--- config.mk ---
export PLATFORM = sky130hd
export DESIGN_NAME = pcileech_cfg_rw1c_clearer
export DESIGN_NICKNAME = d
export VERILOG_FILES = /design/src/rtl/pcileech_cfg_pkg.sv /design/src/rtl/pcileech_cfg_access_timer.sv /design/src/rtl/pcileech_cfg_rw1c_clearer.sv
export SDC_FILE = /design/constraint.sdc
export NUM_CORES = 1
export LEC_CHECK = 0
export CAP_MARGIN = 30
export CORE_ASPECT_RATIO = 1.2
export CORE_UTILIZATION = 42
export DETAILED_ROUTE_END_ITERATION = 6
export PLACE_DENSITY = 0.87
export SYNTH_ARGS = -nofsm -noshare
export SYNTH_HDL_FRONTEND = slang
export SYNTH_SLANG_ARGS = --single-unit
--- constraint.sdc ---
create_clock -name clk -period 1.81 [get_ports clk]
set_input_delay 0.2715 -clock clk [delete_from_list [all_inputs] [get_ports clk]]
set_output_delay 0.2715 -clock clk [all_outputs]
set_load 0.1 [all_outputs]
--- src/rtl/pcileech_cfg_pkg.sv ---
// Shared types and helpers for the cfg_mgmt RW1C clearing sequencer.
// Holds the sequencer states, the response status codes and the byte-enable helper.
package pcileech_cfg_pkg;

   // The two gap states keep one idle cycle between consecutive cfg_mgmt accesses.
   typedef enum logic [2:0] {
      S_IDLE,
      S_RD,
      S_GAP_WR,
      S_WR,
      S_GAP_POST,
      S_VRD,
      S_RESP
   } state_t;

   localparam logic [1:0] ST_OK          = 2'd0;
   localparam logic [1:0] ST_NOOP        = 2'd1;
   localparam logic [1:0] ST_TIMEOUT     = 2'd2;
   localparam logic [1:0] ST_VERIFY_FAIL = 2'd3;

   // A byte is written only if it carries at least one bit to clear.
   function automatic logic [3:0] byte_en_of(input logic [31:0] data);
      logic [3:0] be;
      for (int i = 0; i < 4; i++) begin
         be[i] = |data[8*i +: 8];
      end
      return be;
   endfunction

endpackage

--- src/rtl/pcileech_cfg_access_timer.sv ---
// Per-access watchdog: counts cycles spent waiting for cfg_mgmt_rd_wr_done.
// expire fires in the last permitted cycle so the strobe is held exactly TIMEOUT_CYCLES cycles.
module pcileech_cfg_access_timer #(
   parameter int TIMEOUT_CYCLES = 64
) (
   input  logic clk,
   input  logic rst,
   input  logic clear,
   input  logic tick,
   output logic expire
);

   localparam int CW = $clog2(TIMEOUT_CYCLES + 1);
   localparam logic [CW-1:0] TERMINAL = CW'(TIMEOUT_CYCLES - 1);
   localparam logic [CW-1:0] LIMIT    = CW'(TIMEOUT_CYCLES);

   logic [CW-1:0] count;

   // Saturates at the limit so a stalled tick can never wrap back into range.
   always_ff @(posedge clk) begin
      if (rst || clear) begin
         count <= '0;
      end else if (tick && count != LIMIT) begin
         count <= count + 1'b1;
      end
   end

   assign expire = tick && (count == TERMINAL);

endmodule

--- src/rtl/pcileech_cfg_rw1c_clearer.sv ---
// Clears RW1C status bits in the PCIe core config space: read, write back set&mask bits, optional verify.
// cfg_mgmt_wr_rw1c_as_rw is held low so the core applies genuine write-1-to-clear semantics.
module pcileech_cfg_rw1c_clearer
   import pcileech_cfg_pkg::*;
#(
   parameter int TIMEOUT_CYCLES = 64
) (
   input  logic        clk,
   input  logic        rst,
   input  logic        req_valid,
   output logic        req_ready,
   input  logic [9:0]  req_dwaddr,
   input  logic [31:0] req_mask,
   input  logic        req_verify,
   output logic        rsp_valid,
   output logic [1:0]  rsp_status,
   output logic [31:0] rsp_cleared,
   output logic [31:0] rsp_residual,
   output logic [9:0]  cfg_mgmt_dwaddr,
   output logic [31:0] cfg_mgmt_di,
   output logic [3:0]  cfg_mgmt_byte_en,
   output logic        cfg_mgmt_wr_en,
   output logic        cfg_mgmt_rd_en,
   output logic        cfg_mgmt_wr_readonly,
   output logic        cfg_mgmt_wr_rw1c_as_rw,
   input  logic [31:0] cfg_mgmt_do,
   input  logic        cfg_mgmt_rd_wr_done
);

   state_t      state;
   state_t      next_state;
   logic [9:0]  addr_q;
   logic [31:0] mask_q;
   logic        verify_q;
   logic [31:0] clear_q;
   logic [1:0]  next_status;
   logic [31:0] next_cleared;
   logic [31:0] next_residual;
   logic [31:0] rd_masked;
   logic        in_access;
   logic        timer_tick;
   logic        timer_expire;

   assign rd_masked = cfg_mgmt_do & mask_q;
   assign in_access = (state == S_RD) || (state == S_WR) || (state == S_VRD);

   pcileech_cfg_access_timer #(
      .TIMEOUT_CYCLES(TIMEOUT_CYCLES)
   ) u_timer (
      .clk   (clk),
      .rst   (rst),
      .clear (!in_access),
      .tick  (timer_tick),
      .expire(timer_expire)
   );

   // Next-state and response selection; done wins over the terminal count.
   always_comb begin
      next_state    = state;
      next_status   = ST_OK;
      next_cleared  = clear_q;
      next_residual = '0;
      timer_tick    = 1'b0;
      unique case (state)
         S_IDLE: begin
            if (req_valid) begin
               next_state = S_RD;
            end
         end
         S_RD: begin
            timer_tick = !cfg_mgmt_rd_wr_done;
            if (cfg_mgmt_rd_wr_done) begin
               if (rd_masked == '0) begin
                  next_state   = S_RESP;
                  next_status  = ST_NOOP;
                  next_cleared = '0;
               end else begin
                  next_state = S_GAP_WR;
               end
            end else if (timer_expire) begin
               next_state   = S_RESP;
               next_status  = ST_TIMEOUT;
               next_cleared = '0;
            end
         end
         S_GAP_WR: begin
            next_state = S_WR;
         end
         S_WR: begin
            timer_tick = !cfg_mgmt_rd_wr_done;
            if (cfg_mgmt_rd_wr_done) begin
               next_state = S_GAP_POST;
            end else if (timer_expire) begin
               next_state  = S_RESP;
               next_status = ST_TIMEOUT;
            end
         end
         S_GAP_POST: begin
            next_state = verify_q ? S_VRD : S_RESP;
         end
         S_VRD: begin
            timer_tick = !cfg_mgmt_rd_wr_done;
            if (cfg_mgmt_rd_wr_done) begin
               next_state    = S_RESP;
               next_residual = rd_masked;
               next_status   = ((rd_masked & clear_q) != '0) ? ST_VERIFY_FAIL : ST_OK;
            end else if (timer_expire) begin
               next_state  = S_RESP;
               next_status = ST_TIMEOUT;
            end
         end
         S_RESP: begin
            next_state = S_IDLE;
         end
         default: begin
            next_state = S_IDLE;
         end
      endcase
   end

   // Request fields are latched once at acceptance; response fields only change on entry to RESP.
   always_ff @(posedge clk) begin
      if (rst) begin
         state        <= S_IDLE;
         addr_q       <= '0;
         mask_q       <= '0;
         verify_q     <= 1'b0;
         clear_q      <= '0;
         rsp_status   <= ST_OK;
         rsp_cleared  <= '0;
         rsp_residual <= '0;
      end else begin
         state <= next_state;
         if (state == S_IDLE && req_valid) begin
            addr_q   <= req_dwaddr;
            mask_q   <= req_mask;
            verify_q <= req_verify;
            clear_q  <= '0;
         end
         if (state == S_RD && cfg_mgmt_rd_wr_done) begin
            clear_q <= rd_masked;
         end
         if (next_state == S_RESP) begin
            rsp_status   <= next_status;
            rsp_cleared  <= next_cleared;
            rsp_residual <= next_residual;
         end
      end
   end

   assign req_ready              = (state == S_IDLE);
   assign rsp_valid              = (state == S_RESP);
   assign cfg_mgmt_dwaddr        = addr_q;
   assign cfg_mgmt_rd_en         = (state == S_RD) || (state == S_VRD);
   assign cfg_mgmt_wr_en         = (state == S_WR);
   assign cfg_mgmt_di            = (state == S_WR) ? clear_q : '0;
   assign cfg_mgmt_byte_en       = (state == S_WR) ? byte_en_of(clear_q) : 4'b0000;
   assign cfg_mgmt_wr_readonly   = 1'b0;
   assign cfg_mgmt_wr_rw1c_as_rw = 1'b0;

endmodule

[Yosys cells after proc, flatten, opt, wreduce, memory -nomap -nowiden]
Index checks and enable logic that the tools add are counted.
Operators by class
  bitwise gates (word level): 2
  eq/ne operators: 9
  reductions and logical operators: 19
  muxes and demuxes: 26
  add/sub/neg operators: 1
Operators with widths (number)
  2-to-1 mux 32 bit: 9
  AND 32 bit: 2
  logical NOT 32 bit: 1
  nonzero test 32 bit: 1
  OR reduction 8 bit: 4
  2-to-1 mux 3 bit: 6
  one-hot mux 3 bit (6 select lines): 1
  == test 3 bit (second input constant): 4
  2-to-1 mux 2 bit: 6
  adder 7 x 1 -> 7 bit (second input constant): 1
  == test 7 x 6 -> 1 bit (second input constant): 1
  != test 7 bit (second input constant): 1
  == test 3 x 2 -> 1 bit (second input constant): 2
  one-hot mux 2 bit (3 select lines): 1
  logical AND 1 bit: 4
  logical OR 1 bit: 4
  2-to-1 mux 4 bit: 1
  == test 3 x 1 -> 1 bit (second input constant): 1
  logical NOT 3 bit: 1
  OR reduction 3 bit: 1
  logical NOT 1 bit: 2
  2-to-1 mux 1 bit: 2
  nonzero test 2 bit: 1
Word-level totals
  flip-flop bits (word level): 151
  output and inout port bits: 118
  bits of input ports: 79
  word-level logic and storage cells: 66

[Logic depth before layout (Yosys ltp)]
Gate-level depths: netlist (run 1).
  word-level depth: 8
  mapped depth: 9
  depth with buffers taken out: 7

[Modules after synthesis]
A second synthesis (run 1) with hierarchy kept.
Second synthesis, totals
  cell total of the unflattened synthesis: 790
  area, all modules: 6452.4 um2
Modules (own cells, without submodules)
  pcileech_cfg_rw1c_clearer: seq. area each 2882.8 um2, area an instance 6097.1 um2, instances 1, cells an instance 748
  pcileech_cfg_access_timer: seq. area each 140.1 um2, area an instance 355.3 um2, instances 1, cells an instance 42

[Least setup slack after synthesis (run 1)]
OpenSTA, ideal clock, no wires.
  kind: register -> register
  start: register state[0]
  end: register clear_q[14]
  required time: 1.682 ns
  period minus slack after synthesis: 3.770 ns
  setup slack: -1.960 ns
  library setup time: 0.128 ns
  arrival: 3.643 ns
  path buffers: 3
  stages on the path, launching flop included: 9
  cell sequence: dfxtp_1 buf_2 nor3_1 and2_1 clkbuf_1 nor2_1 clkbuf_1 a2bb2oi_1 nor2_1
Between the ends
  longest elaborated chain between the ends: 3
  elaborated cells between the ends (all ways): 6
  those cells by class: eq/ne: 1; mux: 1; reduce/logical: 4
Ends and longest elaborated chain
  start: declaration: line pcileech_cfg_rw1c_clearer.sv:30  | state_t state;
  start signal: assignment: line pcileech_cfg_rw1c_clearer.sv:133  | state <= next_state;
  logical NOT 3 bit
  via req_ready: line pcileech_cfg_rw1c_clearer.sv:11  | output logic req_ready,
  logical AND 1 bit: line pcileech_cfg_rw1c_clearer.sv:134  | if (state == S_IDLE && req_valid) begin
  nonzero test 2 bit (no source line)
  end signal: assignment: line pcileech_cfg_rw1c_clearer.sv:141  | clear_q <= rd_masked;
  end: declaration: line pcileech_cfg_rw1c_clearer.sv:35  | logic [31:0] clear_q;
The timed path passes the listed nets, and every way through them passes these cells.
A chain may end at the register's enable or synchronous reset.

[Worst setup path after layout (run 1)]
  start: register u_timer.count[1]
  end: register rsp_cleared[19]
Between the ends
  longest elaborated chain between the ends: 6
  elaborated cells between the ends (all ways): 11
  those cells by class: eq/ne: 2; mux: 8; reduce/logical: 1
Ends and longest elaborated chain
  start: declaration: line pcileech_cfg_access_timer.sv:17  | logic [CW-1:0] count;
  start signal: assignment: line pcileech_cfg_access_timer.sv:24  | count <= count + 1'b1;
  == test 7 x 6 -> 1 bit *: line pcileech_cfg_access_timer.sv:28  | assign expire = tick && (count == TERMINAL);
  logical AND 1 bit *: line pcileech_cfg_access_timer.sv:28
  2-to-1 mux 3 bit: line pcileech_cfg_rw1c_clearer.sv:80, pcileech_cfg_rw1c_clearer.sv:93, pcileech_cfg_rw1c_clearer.sv:107
  2-to-1 mux 3 bit (on tied branches): line pcileech_cfg_rw1c_clearer.sv:103, pcileech_cfg_rw1c_clearer.sv:72, pcileech_cfg_rw1c_clearer.sv:91
  one-hot mux 3 bit (6 select lines): line pcileech_cfg_rw1c_clearer.sv:64  | unique case (state)
  == test 3 bit: line pcileech_cfg_rw1c_clearer.sv:143  | if (next_state == S_RESP) begin
  end signal: assignment: line pcileech_cfg_rw1c_clearer.sv:145  | rsp_cleared <= next_cleared;
  end: declaration: line pcileech_cfg_rw1c_clearer.sv:17  | output logic [31:0] rsp_cleared,
Every way passes the cells marked *; elsewhere a longest branch is shown, timed or not.

==> flow_metrics.py, run 1 <==
metrics = {
    "status": {
        "status": "complete, but fails checks",
        "violations": "setup timing",
    },
    "critical_path": {
        "cp.arrival_ps": 2640,
        "worst_ep_required_time_ps": 2160,
        "path_max_fanout": 7,
        "end_kind": "register",
        "critPathMaxStageDelay_ps": 340,
        "worst-path-buf-inv": 3,
        "cp_top_family": "simple AND/OR/NAND/NOR gates",
        "worstPathCellList": "ha_1 -> nand4_1 -> nor3_2 -> o21ai_0 -> buf_4 -> o211ai_4 -> buf_6 -> nand2_8 -> buf_12 -> mux2i_1",
        "ff2ff_setup_slack_ps": -480,
        "start_kind": "register",
        "worst-setup-path-type": "register to register",
        "cpMaxStageDelayCell": "dfxtp_1",
    },
    "logic_synthesis": {
        "syn_area_um2": 6369,
        "synth_cell_types": 48,
        "synth-edff-count": 0,
        "yosysWarnings": 0,
        "netlist_top_cells_area": "dfxtp_1 47%, nand2_1 6.7%, nand3_1 5.4%",
        "synth_top_cell_by_area": "dfxtp_1",
        "synthFlopType": "dfxtp_1",
        "async_flop_share": 0,
        "synth.avg_cell_area_um2": 8.700,
        "seq_area_frac_synth": 0.4747,
        "syn_inst": 732,
        "synth_seq_cells": 151,
        "synth_top_area_share": 0.4747,
    },
    "pwr": {
        "comb_power_share": 0.228,
        "p_sw_frac": 0.3041,
        "finalPower_uw": 9447,
        "power_frac_seq": 0.374,
        "peakVddDrop_mv": 0.6873,
        "power.switching_uw": 2872,
        "leakage_uw": 0.004506,
        "p_clk_frac": 0.399,
        "power.density_nw_per_um2": 856.4,
        "p_int_uw": 6575,
    },
    "grt": {
        "antenna_found_initial": 0,
        "grt_pass1_vias": 7449,
        "grt_pass1_wl_mm": 40.85,
        "grt_max_degree": 49,
        "grt-ovfl-total": 0,
        "grt_usage": 0.3530,
    },
    "flow_run": {
        "cap_viol_max_count": 0,
    },
    "sta": {
        "slew_viol_final": 0,
        "fin_crit_sh": 1.266,
        "hold_ws_ps": 287.3,
        "worst_pin_slew_ps": 808.5,
        "slew_headroom": 0.4590,
        "fin_ws_ps": -481.4,
        "finalCriticalPeriod_ps": 2291,
        "hold_viol": 0,
        "max_freq_ghz": 0.4364,
        "fin_worst_skew_ps": 10.14,
        "setup-violations-final": 105,
        "grt_setup_unrepaired": "true",
    },
    "placement": {
        "place.port_buffers": 194,
        "place_inst": 1189,
        "hpwl_mm": 17.24,
        "pre_cts_ws_ps": -813.8,
        "place.gp.congestion": 0.9236,
    },
    "clocking": {
        "cts_htree_levels": 4,
        "cts_hold_buf": 0,
        "numCtsBuffers": 17,
        "worstSkewPairLatency_ps": 440,
        "cts.sinks": 151,
        "root_buffer": "clkbuf_16",
        "clk_path_buf_depth": 2,
        "cts_tree": "yes",
        "clkTransAtPathRegs_ps": 70,
    },
    "detailed_routing": {
        "drc": 0,
        "vias": 7674,
        "dr.pass1.iters": 7,
        "viasPerCell": 6.199,
        "drt_iter0_markers": 1077,
        "wl_per_cell_um": 23.76,
        "totalWireLength_mm": 29.41,
        "antenna_left": 0,
    },
    "die": {
        "initial_core_util": 0.4364,
        "die_h_um": 136.9,
        "die_x_um": 114.4,
        "ios": 197,
        "core_um2": 14590,
        "dieArea_um2": 15660,
        "placementRows": 48,
    },
    "finish": {
        "drive_above_1_share": 0.3507,
        "final_cells": 1238,
        "diodes": 0,
        "syn2layout_area_growth_pct": 73.20,
        "nets": 1106,
        "final_util": 0.7558,
    },
    "hold_path": {
        "hold_class": "primary input to register",
    },
}
==> cell families after synthesis <==
| group | Yosys count | synth area share |
|---|---|---|
| AOI/OAI and AO/OA | 134 | 0.1544 |
| buffers and inverters | 60 | 0.04165 |
| xor gates and xnor gates | 6 | 0.008251 |
| DFF | 151 | 0.4747 |
| other | 1 | 0.0005888 |
| and+or+nand+nor | 346 | 0.2662 |
| adders and majority gates | 2 | 0.003929 |
| muxes | 32 | 0.05030 |
==> synthesized netlist by cell type (all sizes together), types with 2 or more instances <==
library cell	n
xnor2	4
a31oi	3
inv	7
clkbuf	41
nand2b	35
o2bb2ai	25
a21oi	53
or4	2
a32o	8
buf	12
a22oi	4
xor2	2
nor2	49
nand2	115
nor2b	4
o21ai	3
ha	2
dfxtp	151
nand4	17
nand3	69
a21bo	2
nor4	11
a32oi	8
a2bb2oi	24
mux2i	32
or2	2
nor3	3
and2	34
==> stage by stage <==
stage / area (um^2) / setup TNS (ps)
floorplan: 6650 / -36700
global placement: 9898 / -54490
detailed placement: 9898 / -60470
CTS: 10780 / -20990
global route: 11030 / -43040
finish: 11030 / -32240
==> routing by layer <==
layer / share of wire / up-vias / GRT usage
li1: - / 3165 / -
met1: 0.33 / 3581 / 0.3850
met2: 0.48 / 700 / 0.5822
met3: 0.11 / 228 / 0.08857
met4: 0.083 / 0 / 0.2864
met5: 0 / - / 0
==> cell type report <==
class	count	area, um^2
clock buffers	19	452.9
clock inverters	13	170.2
fillers	822	3563
inverters	7	43.79
multi-input cells	523	3441
flip-flops and latches	151	3028
well taps	200	250.2
repair buffers	325	3645
==> layout by cell type (no fill, tap or decap), drive strengths merged, types with 24 or more instances in the layout <==
master and instances:
o2bb2ai 25, nor2 50, dfxtp 151, nand3 69, mux2i 32, and2 34
nand2 115, a21oi 53, buf 244, clkdlybuf4s50 76, a2bb2oi 24, nand2b 35
==> flip-flops by register name, summed over array words and instances, names as in the netlist <==
name and flops:
cfg_mgmt_dwaddr 10, state 3, u_timer.count 7, rsp_residual 32, clear_q 32, rsp_status 2, mask_q 32, verify_q 1
rsp_cleared 32
==> power groups by stage <==
| stage | Combinational (uW) | Clock (uW) | Sequential (uW) |
|---|---|---|---|
| after global placement | 1770 | 0 | 3580 |
| after global routing | 2210 | 3880 | 3540 |
| after floorplan | 867 | 0 | 3770 |
| after detailed placement | 1810 | 0 | 3580 |
| after CTS | 1950 | 3730 | 3520 |
| final | 2150 | 3770 | 3530 |
==> worst paths after layout <==
kind,from,end,cells past startpoint
worst max-delay path,u_timer.count[1]$_SDFFE_PP0P_,rsp_cleared[19]$_SDFFE_PP0N_,10
worst max register to register,u_timer.count[1]$_SDFFE_PP0P_,rsp_cleared[19]$_SDFFE_PP0N_,10
worst min-delay path,rst,clear_q[11]$_SDFFE_PP0P_,2
worst min register to register,cfg_mgmt_dwaddr[9]$_SDFFE_PP0P_,cfg_mgmt_dwaddr[9]$_SDFFE_PP0P_,2
==> repair_timing <==
item / CTS / global route
endpoints found under the setup margin: 125 / 124
setup buffers: 4 / 5
pin swaps: 7 / 10
gates cloned: 4 / 4
gates resized for setup: 35 / 26
endpoints found under the hold margin: 0 / 0
Power figures use the tool's default switching activity.
==> run 2: changes to the inputs <==
ABC_AREA = 0   (was default)
CORE_UTILIZATION = 29   (was 42)
PLACE_DENSITY = 0.67   (was 0.87)
==> run 2 against run 1 <==
  * Fmax is 5.6% higher
  * Hold slack better by 92 ps
  * Worst setup slack better by 120 ps
  * Non-clock buffer count is 11 higher
  * The flow still finishes with violations (setup timing)
  * Highest routed layer unchanged
==> flow_metrics.py, run 2 (synthesis gave the netlist of run 1 again) <==
metrics = {
    "status": {
        "status": "complete, but fails checks",
        "violations": "setup timing",
    },
    "die": {
        "initial_core_util": 0.2944,
        "die_x_um": 137.3,
        "core_um2": 21630,
        "die_h_um": 164.3,
        "placementRows": 59,
        "ios": 197,
        "dieArea_um2": 22560,
    },
    "clocking": {
        "cts_htree_levels": 4,
        "cts.sinks": 151,
        "worstSkewPairLatency_ps": 440,
        "clk_path_buf_depth": 2,
        "numCtsBuffers": 17,
        "cts_tree": "yes",
        "clkTransAtPathRegs_ps": 60,
        "cts_hold_buf": 0,
        "root_buffer": "clkbuf_16",
    },
    "finish": {
        "syn2layout_area_growth_pct": 81.67,
        "nets": 1117,
        "fillers": 1836,
        "mostFrequentLayoutCells": "153 x buf_4, 144 x dfxtp_1, 114 x nand2_1, 86 x buf_12, 77 x clkdlybuf4s50_1",
        "drive_above_1_share": 0.3620,
        "final_util": 0.5349,
        "final_common_cell": "buf_4",
        "regArea_um2": 3032,
        "multiInputGateArea_um2": 3506,
    },
    "critical_path": {
        "cp.arrival_ps": 2480,
        "cp_top_family": "simple AND/OR/NAND/NOR gates",
        "end_kind": "register",
        "worst-path-buf-inv": 3,
        "worstPathCellList": "clkdlybuf4s50_1 -> a22oi_2 -> nand4_1 -> or4_4 -> o211ai_4 -> buf_6 -> nand2_8 -> buf_16 -> mux2i_2",
        "worst-setup-path-type": "primary input to register",
        "start_kind": "primary input",
        "cpMaxStageDelayCell": "or4_4",
        "critPathMaxStageDelay_ps": 580,
        "path_max_fanout": 8,
        "worst_ep_required_time_ps": 2120,
    },
    "detailed_routing": {
        "vias": 6755,
        "viasPerCell": 5.110,
        "antenna_left": 0,
        "drt_iter0_markers": 547,
        "wl_per_cell_um": 19.51,
        "totalWireLength_mm": 25.79,
        "drc": 0,
        "dr.pass1.iters": 5,
    },
    "grt": {
        "busiest_layer": "met2",
        "grt-ovfl-total": 0,
        "antenna_found_initial": 1,
        "grt_pass1_vias": 6716,
        "grt_util_met1": 0.2664,
        "grt.met3_usage": 0.05772,
        "grt_pass1_wl_mm": 38.17,
        "grt_max_degree": 44,
        "grt_usage": 0.2302,
        "met2_usage": 0.3834,
    },
    "sta": {
        "fin_worst_skew_ps": 9.669,
        "hold_viol": 0,
        "max_freq_ghz": 0.4607,
        "grt_setup_unrepaired": "true",
        "worst_pin_slew_ps": 738.6,
        "slew_viol_final": 0,
        "fin_ws_ps": -360.5,
        "slew_headroom": 0.5058,
        "setup-violations-final": 104,
        "finalCriticalPeriod_ps": 2170,
        "fin_crit_sh": 1.199,
    },
    "hold_path": {
        "hold_class": "primary input to register",
    },
    "flow_run": {
        "cap_viol_max_count": 0,
    },
    "pwr": {
        "leakage_uw": 0.004673,
        "peakVddDrop_mv": 0.7307,
        "power.density_nw_per_um2": 810.9,
    },
    "placement": {
        "place.port_buffers": 194,
        "place.gp.congestion": 0.8932,
        "hpwl_mm": 17.99,
        "pre_cts_ws_ps": -889.0,
    },
}
-- run 2: final cells by class --
type / instances / share of cell area
Timing Repair Buffer: 336 / 0.3501
Multi-Input combinational cell: 523 / 0.3030
Sequential cell: 151 / 0.2620
Tap cell: 274 / 0.02963
Antenna cell: 1 / 0.0002163
Clock inverter: 11 / 0.01276
Clock buffer: 19 / 0.03915
Inverter: 7 / 0.003136
-- run 2: worst reg2reg max path, cell delays in order, from the launching register on --
cell and delay (ps):
dfxtp_2 320, a22oi_2 190, nand4_1 190, or4_4 580, o211ai_4 220, buf_6 150
nand2_8 80, buf_16 170, mux2i_2 150
-- run 2: path summary, 6_finish.rpt --
path	from	endpoint	slack (ps)	depth (start not counted)
min reg2reg	cfg_mgmt_dwaddr[5]$_SDFFE_PP0P_	cfg_mgmt_dwaddr[5]$_SDFFE_PP0P_	450	2
max reg2reg	mask_q[24]$_SDFFE_PP0P_	rsp_cleared[1]$_SDFFE_PP0N_	-360	8
min	req_dwaddr[1]	cfg_mgmt_dwaddr[1]$_SDFFE_PP0P_	380	3
max	cfg_mgmt_do[9]	rsp_cleared[1]$_SDFFE_PP0N_	-360	9
-- run 2: timing repair --
item	4_1_cts	5_1_grt
hold endpoints to repair	0	0
resized for setup	56	22
gates cloned	9	2
setup endpoints to repair	107	123
pin swaps	9	19
setup buffers	12	6
-- run 2: per-layer routing --
metal / vias to the layer above / routed length (um) / part of all wire
li1: 3200 / - / -
met3: 65 / 1970 / 0.076
met4: 0 / 1051 / 0.041
met2: 292 / 12780 / 0.50
met1: 3198 / 9989 / 0.39
met5: - / 0 / 0
-- run 2: metrics by stage --
step	instance area, um^2	hold slack, ps	instances	setup TNS, ps	total power (uW)
6_report	11570	379.6	1322	-24560	9382
3_3_place_gp	10200	442.1	1266	-61680	5394
3_5_place_dp	10200	447.3	1266	-65000	5412
5_1_grt	11570	393.5	1322	-29740	9678
2_1_floorplan	6650	407.5	733	-36700	4636
4_1_cts	11400	374.0	1316	-25460	9295
-- run 2: where the power goes --
group,leakage [uW],switching (uW),internal [uW]
Combinational,0.00316,1210,969
Sequential,0.00123,76.6,3450
Clock,0.000284,1450,2230
Total,0.00467,2740,6640
